===== src/rtl/mips32_trace_buffer.sv =====
// Retirement-trace capture for the MIPS32 core: circular buffer of retired
// instructions with PC/forced trigger, post-trigger window and oldest-first readback.
module mips32_trace_buffer #(
    parameter int DATA_W = 32,
    parameter int DEPTH  = 16,
    parameter int TS_W   = 16,
    parameter int PTR_W  = $clog2(DEPTH)
) (
    input  logic              clk,
    input  logic              reset,
    input  logic              arm,
    input  logic              valid_in,
    input  logic [DATA_W-1:0] pc_in,
    input  logic [DATA_W-1:0] instruction_in,
    input  logic [DATA_W-1:0] alu_result_in,
    input  logic              reg_write_in,
    input  logic              trig_pc_en,
    input  logic [DATA_W-1:0] trig_pc,
    input  logic              force_trig,
    input  logic [PTR_W:0]    post_len,
    input  logic              rd_en,
    output logic              rd_valid,
    output logic [DATA_W-1:0] rd_pc,
    output logic [DATA_W-1:0] rd_inst,
    output logic [DATA_W-1:0] rd_alu,
    output logic              rd_regwrite,
    output logic [TS_W-1:0]   rd_ts,
    output logic [1:0]        state,
    output logic [PTR_W:0]    count
);
    localparam int ENTRY_W = 3 * DATA_W + 1 + TS_W;
    localparam logic [PTR_W:0] FULL = (PTR_W + 1)'(DEPTH);
    localparam logic [PTR_W:0] LAST = (PTR_W + 1)'(DEPTH - 1);
    localparam logic [PTR_W:0] ONE  = (PTR_W + 1)'(1);

    typedef enum logic [1:0] {
        S_IDLE = 2'b00,
        S_PRE  = 2'b01,
        S_POST = 2'b10,
        S_DONE = 2'b11
    } state_t;

    state_t              cur, nxt;
    logic [ENTRY_W-1:0]  mem [DEPTH];
    logic [PTR_W-1:0]    wr_ptr;
    logic [PTR_W-1:0]    oldest;
    logic [PTR_W:0]      count_q;
    logic [PTR_W:0]      remaining;
    logic [PTR_W:0]      clamp_len;
    logic [TS_W-1:0]     ts;
    logic                capturing, trig, do_write, do_read;

    assign state = cur;
    assign count = count_q;

    always_comb begin
        capturing = (cur == S_PRE) || (cur == S_POST);
        trig      = (cur == S_PRE) &&
                    (force_trig || (valid_in && trig_pc_en && (pc_in == trig_pc)));
        do_write  = !arm && capturing && valid_in;
        do_read   = !arm && (cur == S_DONE) && rd_en && (count_q != '0);
        // Window capped at DEPTH-1 so the trigger entry always survives.
        clamp_len = (post_len > LAST) ? LAST : post_len;
        // With count==DEPTH the low bits are zero, so oldest == wr_ptr.
        oldest    = wr_ptr - count_q[PTR_W-1:0];
    end

    always_comb begin
        nxt = cur;
        if (arm) begin
            nxt = S_PRE;
        end else begin
            case (cur)
                S_PRE:   if (trig) nxt = (clamp_len != '0) ? S_POST : S_DONE;
                S_POST:  if (valid_in && (remaining == ONE)) nxt = S_DONE;
                default: nxt = cur;
            endcase
        end
    end

    always_ff @(posedge clk) begin
        if (do_write)
            mem[wr_ptr] <= {pc_in, instruction_in, alu_result_in, reg_write_in, ts};
    end

    always_ff @(posedge clk or negedge reset) begin
        if (!reset) begin
            cur         <= S_IDLE;
            wr_ptr      <= '0;
            count_q     <= '0;
            remaining   <= '0;
            ts          <= '0;
            rd_valid    <= 1'b0;
            rd_pc       <= '0;
            rd_inst     <= '0;
            rd_alu      <= '0;
            rd_regwrite <= 1'b0;
            rd_ts       <= '0;
        end else begin
            cur      <= nxt;
            rd_valid <= do_read;
            if (arm) begin
                wr_ptr    <= '0;
                count_q   <= '0;
                remaining <= '0;
                ts        <= '0;
            end else begin
                if (capturing)
                    ts <= ts + 1'b1;
                if (do_write) begin
                    wr_ptr <= wr_ptr + 1'b1;
                    if (count_q != FULL)
                        count_q <= count_q + 1'b1;
                end
                if (trig)
                    remaining <= clamp_len;
                else if ((cur == S_POST) && valid_in)
                    remaining <= remaining - 1'b1;
                if (do_read) begin
                    count_q <= count_q - 1'b1;
                    {rd_pc, rd_inst, rd_alu, rd_regwrite, rd_ts} <= mem[oldest];
                end
            end
        end
    end
endmodule


===== config.mk =====
export PLATFORM = sky130hd
export DESIGN_NAME = mips32_trace_buffer
export DESIGN_NICKNAME = d
export VERILOG_FILES = /design/src/rtl/mips32_trace_buffer.sv
export SDC_FILE = /design/constraint.sdc
export NUM_CORES = 1
export LEC_CHECK = 0
export BUFFER_PORTS_ARGS = -buffer_cell sky130_fd_sc_hd__buf_4
export CORE_MARGIN = 10
export CORE_UTILIZATION = 33
export DETAILED_ROUTE_END_ITERATION = 10
export PLACE_DENSITY_LB_ADDON = 0.3
export SETUP_SLACK_MARGIN = 0.5
export SYNTH_ARGS = -nofsm -noshare
export SYNTH_HDL_FRONTEND = slang
export SYNTH_SLANG_ARGS = --single-unit

===== constraint.sdc =====
create_clock -name clk -period 8.65 [get_ports clk]
set_clock_uncertainty 0.2 [all_clocks]
set_input_delay 1.2975 -clock clk [delete_from_list [all_inputs] [get_ports clk]]
set_output_delay 1.2975 -clock clk [all_outputs]
set_load 0.005 [all_outputs]

==> summary.txt, run 1 <==
Synthesis
  • Sequential cell area fraction in the yosys report: 77.26%
  • Yosys reg bits: 1954
  • Area fraction of the dominant cell type after synthesis: 72.39%
  • Async SR Flop Fraction: 7.472%
  • Library cells used by synthesis: 45
  • Synth Area per Inst: 20.62 um^2
  • Syn Nets: 3797
  • Post-Syn Instances: 3638
  • Ys flop type: edfxtp_1
  • Synthesized cell area: 0.07500 mm^2
  • Synth top area cells: edfxtp_1 72%, mux4_2 14%, dfrtp_1 4.9%
  • Synth area leader: edfxtp_1
  • Yosys Warn Count: 0
  • EDFF count, synth: 1808

Clock tree
  • Sink Count: 1954
  • Max H-tree Level: 4
  • Post-cts sizing count: 0
  • Clock buffer depth: 3
  • Clk slew on worst S/H paths: 0.06 ns
  • CTS tree: yes
  • CTS buffer count: 194
  • Root Buffer: clkbuf_16
  • Post-CTS Setup Bufs: 0
  • Hold_buf cts: 0
  • Clk_lat worst skew: 0.82 ns

Timing
  • # setup viols final: 0
  • Final worst-path cycle share: 51.85%
  • Slew Limit Fails: 0
  • Final TNS setup: 0 ns
  • Actual slew at the worst max-slew pin: 1.366 ns
  • Max Clock Freq: 0.2230 GHz
  • Hold Fails Final Rpt: 0
  • Unrepaired setup endpoints after global routing: no
  • Max-slew headroom: 8.936%
  • Crit path time final: 4.485 ns

Routing
  • Initial DRC count: 3149
  • Routed vias/inst: 5.113
  • DRT antenna net count: 0
  • Wire length per cell: 26.61 um
  • Detailed Routing Iterations Pass 1: 5
  • Vias: 36358
  • Post-route DRC: 0
  • Post-Route WL: 189200 um

Floorplanning
  • Die height: 496.7 um
  • Die ar.: 0.2467 mm^2
  • Rows: 174
  • Starting Density: 33.25%
  • Top-Level Pins: 262
  • Die W: 496.7 um
  • Placeable core region: 0.2255 mm^2

Pwr
  • Switching power: 10.67 mW
  • Internal: 21.14 mW
  • VDD IR max: 0.0006709 V
  • Power Total: 31.81 mW
  • P per Cell Area: 366.1 mW/mm^2
  • Pleak: 28.76 nW
  • Reg power frac: 34.9%
  • Switch share: 33.55%
  • Clock Power Share: 26.4%
  • Logic gate share of total power: 38.7%

Critical path
  • Top cell family by delay on the critical path: adder cells
  • Kind of critical path: register to register
  • Reg2Reg Depth: 8
  • WP buf/inv: 2
  • Reg2reg start: wr_ptr[0]
  • Worst setup SP type: register
  • CP endpoint kind: register
  • CP Depth: 8
  • Crit path DAT: 4.94 ns
  • Crit-path max cell delay: 1.42 ns
  • Slowest-stage cell, CP: fa_4
  • Crit path from: wr_ptr[0]
  • CP max FO: 59
  • CP required: 9.10 ns
  • Worst path cell trace: inv_1 > ha_4 > fa_4 > buf_4 > mux4_2 > and2_1 > a211oi_1 > o31ai_1

Finish
  • Layout area overhead: 15.86%
  • Commonest non-fill, non-tap cell in the layout: edfxtp_1
  • Post-route cell area: 0.08689 mm^2
  • Share of layout cells above drive strength 1: 25.91%
  • Final net count: 4108
  • Most frequent cells in the layout: 1808 x edfxtp_1, 452 x mux4_2, 356 x nand2_1
  • Final Util: 38.53%
  • Post-Layout Cell Count: 7111

Placement
  • Placed cells: 6745
  • IO buf count: 261
  • DP Area: 0.08056 mm^2
  • HPWL Detailed: 100200 um
  • Final GP Congestion: 0.7029

Run status
  • Outcome: finished clean

Global routing
  • Overall routing resource usage: 15.23%
  • Largest net degree at the start of global routing: 176
  • First-pass GRT wire length: 277600 um
  • Vias in the first global route: 38360
  • Remaining global-route overflow: 0
  • Initial antenna violation count: 24

Hold path
  • HP Start: rd_alu[2]
  • HP Class: register to register
  • Hold path cells: 2

Flow run
  • Max Cap Viol: 0
## synthesized netlist by cell type, types with 2 or more instances
cell,n
a211oi_1,119
o31ai_1,116
mux2i_1,3
nand3_1,6
xnor2_1,16
a21oi_1,4
clkbuf_1,143
nand4b_1,2
ha_1,16
buf_1,5
and3_1,116
o21ai_0,2
mux4_2,452
edfxtp_1,1808
nand2_1,356
o2111ai_1,2
nor4_1,7
nor2_1,32
a22oi_1,2
nand2b_1,7
fa_1,2
and2_1,130
dfrtp_1,146
nor2b_1,8
inv_1,17
nand4_1,5
buf_2,53
xor2_1,37
mux2_2,3
a21o_1,2
nor3_1,7
## kinds of logic (layout without fill, tap and decap cells)
kind of cell	after synthesis	count (layout)	share of synthesized area, %
xor gates and xnor gates	53	53	0.6189
and+or+nand+nor	684	684	4.414
other	0	4	0
adders and majority gates	18	18	0.3203
AOI/OAI and AO/OA	253	253	2.547
DFF	1954	1954	77.26
buffers and inverters	218	695	1.179
muxes	458	458	13.66
## power by group through the flow
stage	logic [mW]	clock network, mW	registers [mW]
after floorplan	8.72	0	11.1
after global placement	12.6	0	11.3
after detailed placement	12.6	0	11.3
after CTS	12.7	8.58	11.1
after global routing	13.4	8.98	11.2
final	12.3	8.39	11.1
## worst register-to-register path, stage by stage (launching register included)
cell,delay [ns]
dfrtp_1,0.45
inv_1,0.14
ha_4,0.18
fa_4,1.42
buf_4,0.87
mux4_2,0.54
and2_1,0.17
a211oi_1,0.22
o31ai_1,0.12
## layer usage
layer | GRT usage (%) | part of all wire, % | wire, um
met1 | 21.05 | 44 | 82900
met2 | 24.61 | 48 | 90900
met3 | 3.290 | 6.1 | 11520
met4 | 3.732 | 1.9 | 3674
met5 | 0 | 0.13 | 238
## registers in the layout, indices dropped and copies added, names as in the netlist, 5 cells and up
register	count
rd_alu	32
mem	1808
rd_inst	32
count	5
ts	16
rd_ts	16
remaining	5
rd_pc	32
## metrics by stage
step	hold slack, ns	worst slack [ns]
5_1_grt	0.3083	3.921
6_report	0.2797	4.165
4_1_cts	0.2819	4.099
2_1_floorplan	0.2726	3.309
3_5_place_dp	0.2675	3.658
3_3_place_gp	0.2672	3.648
## final cells by class
cell class              instances  area (um^2)
flip-flops and latches       1954        57950
multi-input cells            1466        16270
clock inverters                78        857.1
fillers                     20519       138700
repair buffers                316         2530
inverters                      17        63.81
diodes                          4        10.01
well taps                    2992         3744
clock buffers                 284         5469
## worst paths after layout
path / end / slack (ns)
setup / recovery: rd_inst[22] / 4.16
hold / removal: rd_alu[2] / 0.28
setup reg to reg: rd_inst[22] / 4.16
hold reg to reg: rd_alu[2] / 0.28
max in group asynchronous: ts[8] / 5.94
min in group asynchronous: rd_alu[1] / 0.32
(Power assumes the default switching activity.)
==> run 2, diff against run 1 <==
==> constraint.sdc (replaced) <==
create_clock -name clk -period 4 [get_ports clk]
set_clock_uncertainty 0.2 [all_clocks]
set_input_delay 0.6 -clock clk [delete_from_list [all_inputs] [get_ports clk]]
set_output_delay 0.6 -clock clk [all_outputs]
set_load 0.005 [all_outputs]
==> summary.txt, run 2 (synthesis gave the netlist of run 1 again) <==
Run status
  • Outcome: finished clean (unchanged)

Timing
  • Actual slew at the worst max-slew pin: 0.9555 ns (was 1.366 ns)
  • Crit path time final: 3.413 ns (was 4.485 ns)
  • Unrepaired setup endpoints after global routing: yes (was no)
  • Final worst slack: 0.5869 ns (was 4.165 ns)
  • Slew Limit Fails: 0 (unchanged)
  • Final worst-path cycle share: 85.33% (was 51.85%)
  • WHS: 0.06638 ns (was 0.2797 ns)
  • Hold Fails Final Rpt: 0 (unchanged)
  • Max-slew headroom: 36.30% (was 8.936%)
  • Final TNS setup: 0 ns (unchanged)
  • Max Clock Freq: 0.2930 GHz (was 0.2230 GHz)
  • # setup viols final: 0 (unchanged)

Floorplanning
  • Top-Level Pins: 262 (unchanged)
  • Die height: 496.7 um (unchanged)
  • Die ar.: 0.2467 mm^2 (unchanged)
  • Die W: 496.7 um (unchanged)
  • Starting Density: 33.25% (unchanged)
  • Rows: 174 (unchanged)
  • Placeable core region: 0.2255 mm^2 (unchanged)

Routing
  • Vias: 37611 (was 36358)
  • Post-Route WL: 199500 um (was 189200 um)
  • Detailed Routing Iterations Pass 1: 7 (was 5)
  • DRT antenna net count: 0 (unchanged)
  • Metal3 WL: 12180 um (was 11520 um)
  • Top sig layer: met5 (unchanged)
  • Initial DRC count: 3591 (was 3149)
  • Wire length per cell: 27.10 um (was 26.61 um)
  • Routed vias/inst: 5.109 (was 5.113)
  • M1 wire length: 86860 um (was 82900 um)
  • Post-route DRC: 0 (unchanged)
  • Wire length on met2: 96650 um (was 90900 um)

Placement
  • Dpl ws: 0.5303 ns (was 3.658 ns)
  • Final GP Congestion: 0.7116 (was 0.7029)
  • HPWL Detailed: 108400 um (was 100200 um)
  • IO buf count: 261 (unchanged)

Pwr
  • P per Cell Area: 786.0 mW/mm^2 (was 366.1 mW/mm^2)
  • VDD IR max: 0.001200 V (was 0.0006709 V)
  • Pleak: 30.28 nW (was 28.76 nW)

Critical path
  • CP required: 4.44 ns (was 9.10 ns)
  • Crit path DAT: 3.85 ns (was 4.94 ns)
  • Worst setup SP type: register (unchanged)
  • Kind of critical path: register to register (unchanged)
  • CP max FO: 22 (was 59)
  • CP endpoint kind: register (unchanged)

Clock tree
  • Root Buffer: clkbuf_16 (unchanged)
  • Max H-tree Level: 4 (unchanged)
  • Clk slew on worst S/H paths: 0.06 ns (about the same)
  • CTS buffer count: 198 (was 194)
  • Sink Count: 1954 (unchanged)
  • Clk_lat worst skew: 0.84 ns (was 0.82 ns)
  • CTS tree: yes (unchanged)
  • Clock buffer depth: 3 (unchanged)

Finish
  • Final Util: 40.03% (was 38.53%)
  • Largest Register: mem (unchanged)
  • Most frequent cells in the layout: 1808 x edfxtp_1, 452 x mux4_2, 356 x nand2_1 (unchanged)
  • Layout area overhead: 20.39% (was 15.86%)
  • Share of layout cells above drive strength 1: 27.55% (was 25.91%)
  • Commonest non-fill, non-tap cell in the layout: edfxtp_1 (unchanged)
  • Final net count: 4342 (was 4108)
  • Fillcell total: 20248 (was 20519)
  • Largest register FFs: 1808 (unchanged)

Global routing
  • Largest net degree at the start of global routing: 129 (was 176)
  • Remaining global-route overflow: 0 (unchanged)
  • Initial antenna violation count: 23 (was 24)
  • First-pass GRT wire length: 283800 um (was 277600 um)
  • Vias in the first global route: 38887 (was 38360)
  • Overall routing resource usage: 15.78% (was 15.23%)

Hold path
  • HP Class: input port to register (was register to register)

Flow run
  • Max Cap Viol: 0 (unchanged)
[run 2: cell count changes in the layout (fill, tap and decap cells not counted), sizes merged]
cell | previous run | this run
buf | 316 | 432
dlygate4sd3 | 0 | 107
clkinv | 54 | 75
diode | 4 | 10
bufinv | 15 | 11
clkbuf | 284 | 286
clkinvlp | 2 | 4
inv | 24 | 25
[run 2: final timing paths]
path,startpoint,end,cells past startpoint,slack (ns)
max in group asynchronous,reset,wr_ptr[1],3,2.45
min in group asynchronous,reset,rd_alu[2],2,0.18
min,force_trig,state[0],5,0.07
max reg2reg,wr_ptr[0],rd_inst[19],9,0.59
max,wr_ptr[0],rd_inst[19],9,0.59
min reg2reg,rd_ts[4],rd_ts[4],2,0.28
[run 2: report_power, final]
part / switching, mW / total, mW / internal, mW
clock: 7.88 / 18.3 / 10.4
sequential: 0.805 / 24.0 / 23.2
combinational: 14.9 / 28.7 / 13.8
[run 2: metal layers]
layer  vias up  track usage [%]
met5         -                0
met4        16            3.640
met3       273            3.308
met2      1145            25.98
met1     20201            21.58
li1      15976                -
[run 2: critical path: stages (launching register included)]
cell,delay [ns]
dfrtp_1,0.43
inv_1,0.13
ha_4,0.18
fa_4,0.91
buf_16,0.23
buf_12,0.23
mux4_2,0.35
and2_1,0.18
a211oi_1,0.21
o31ai_1,0.11
[run 2: area by class of cell]
class | instances | area, um^2 | area share, %
flip-flops and latches | 1954 | 57950 | 64.18
multi-input cells | 1466 | 16280 | 18.04
repair buffers | 546 | 5794 | 6.417
clock buffers | 279 | 5535 | 6.130
well taps | 2992 | 3744 | 4.146
clock inverters | 98 | 899.6 | 0.9963
inverters | 17 | 63.81 | 0.07067
diodes | 10 | 25.02 | 0.02771
[run 2: stage by stage]
stage,cells,total power [mW],instance area [um^2]
2_1_floorplan,3638,42.90,75020
3_3_place_gp,6838,52.49,82280
3_5_place_dp,6838,52.55,82280
4_1_cts,7322,70.95,89790
5_1_grt,7356,74.67,90280
6_report,7362,70.97,90290
[run 2: what timing repair did]
item,4_1_cts,5_1_grt
setup buffers,0,23
hold endpoints to repair,1610,0
endpoints found under the setup margin,0,291
resized for setup,0,12
hold buffers,107,0
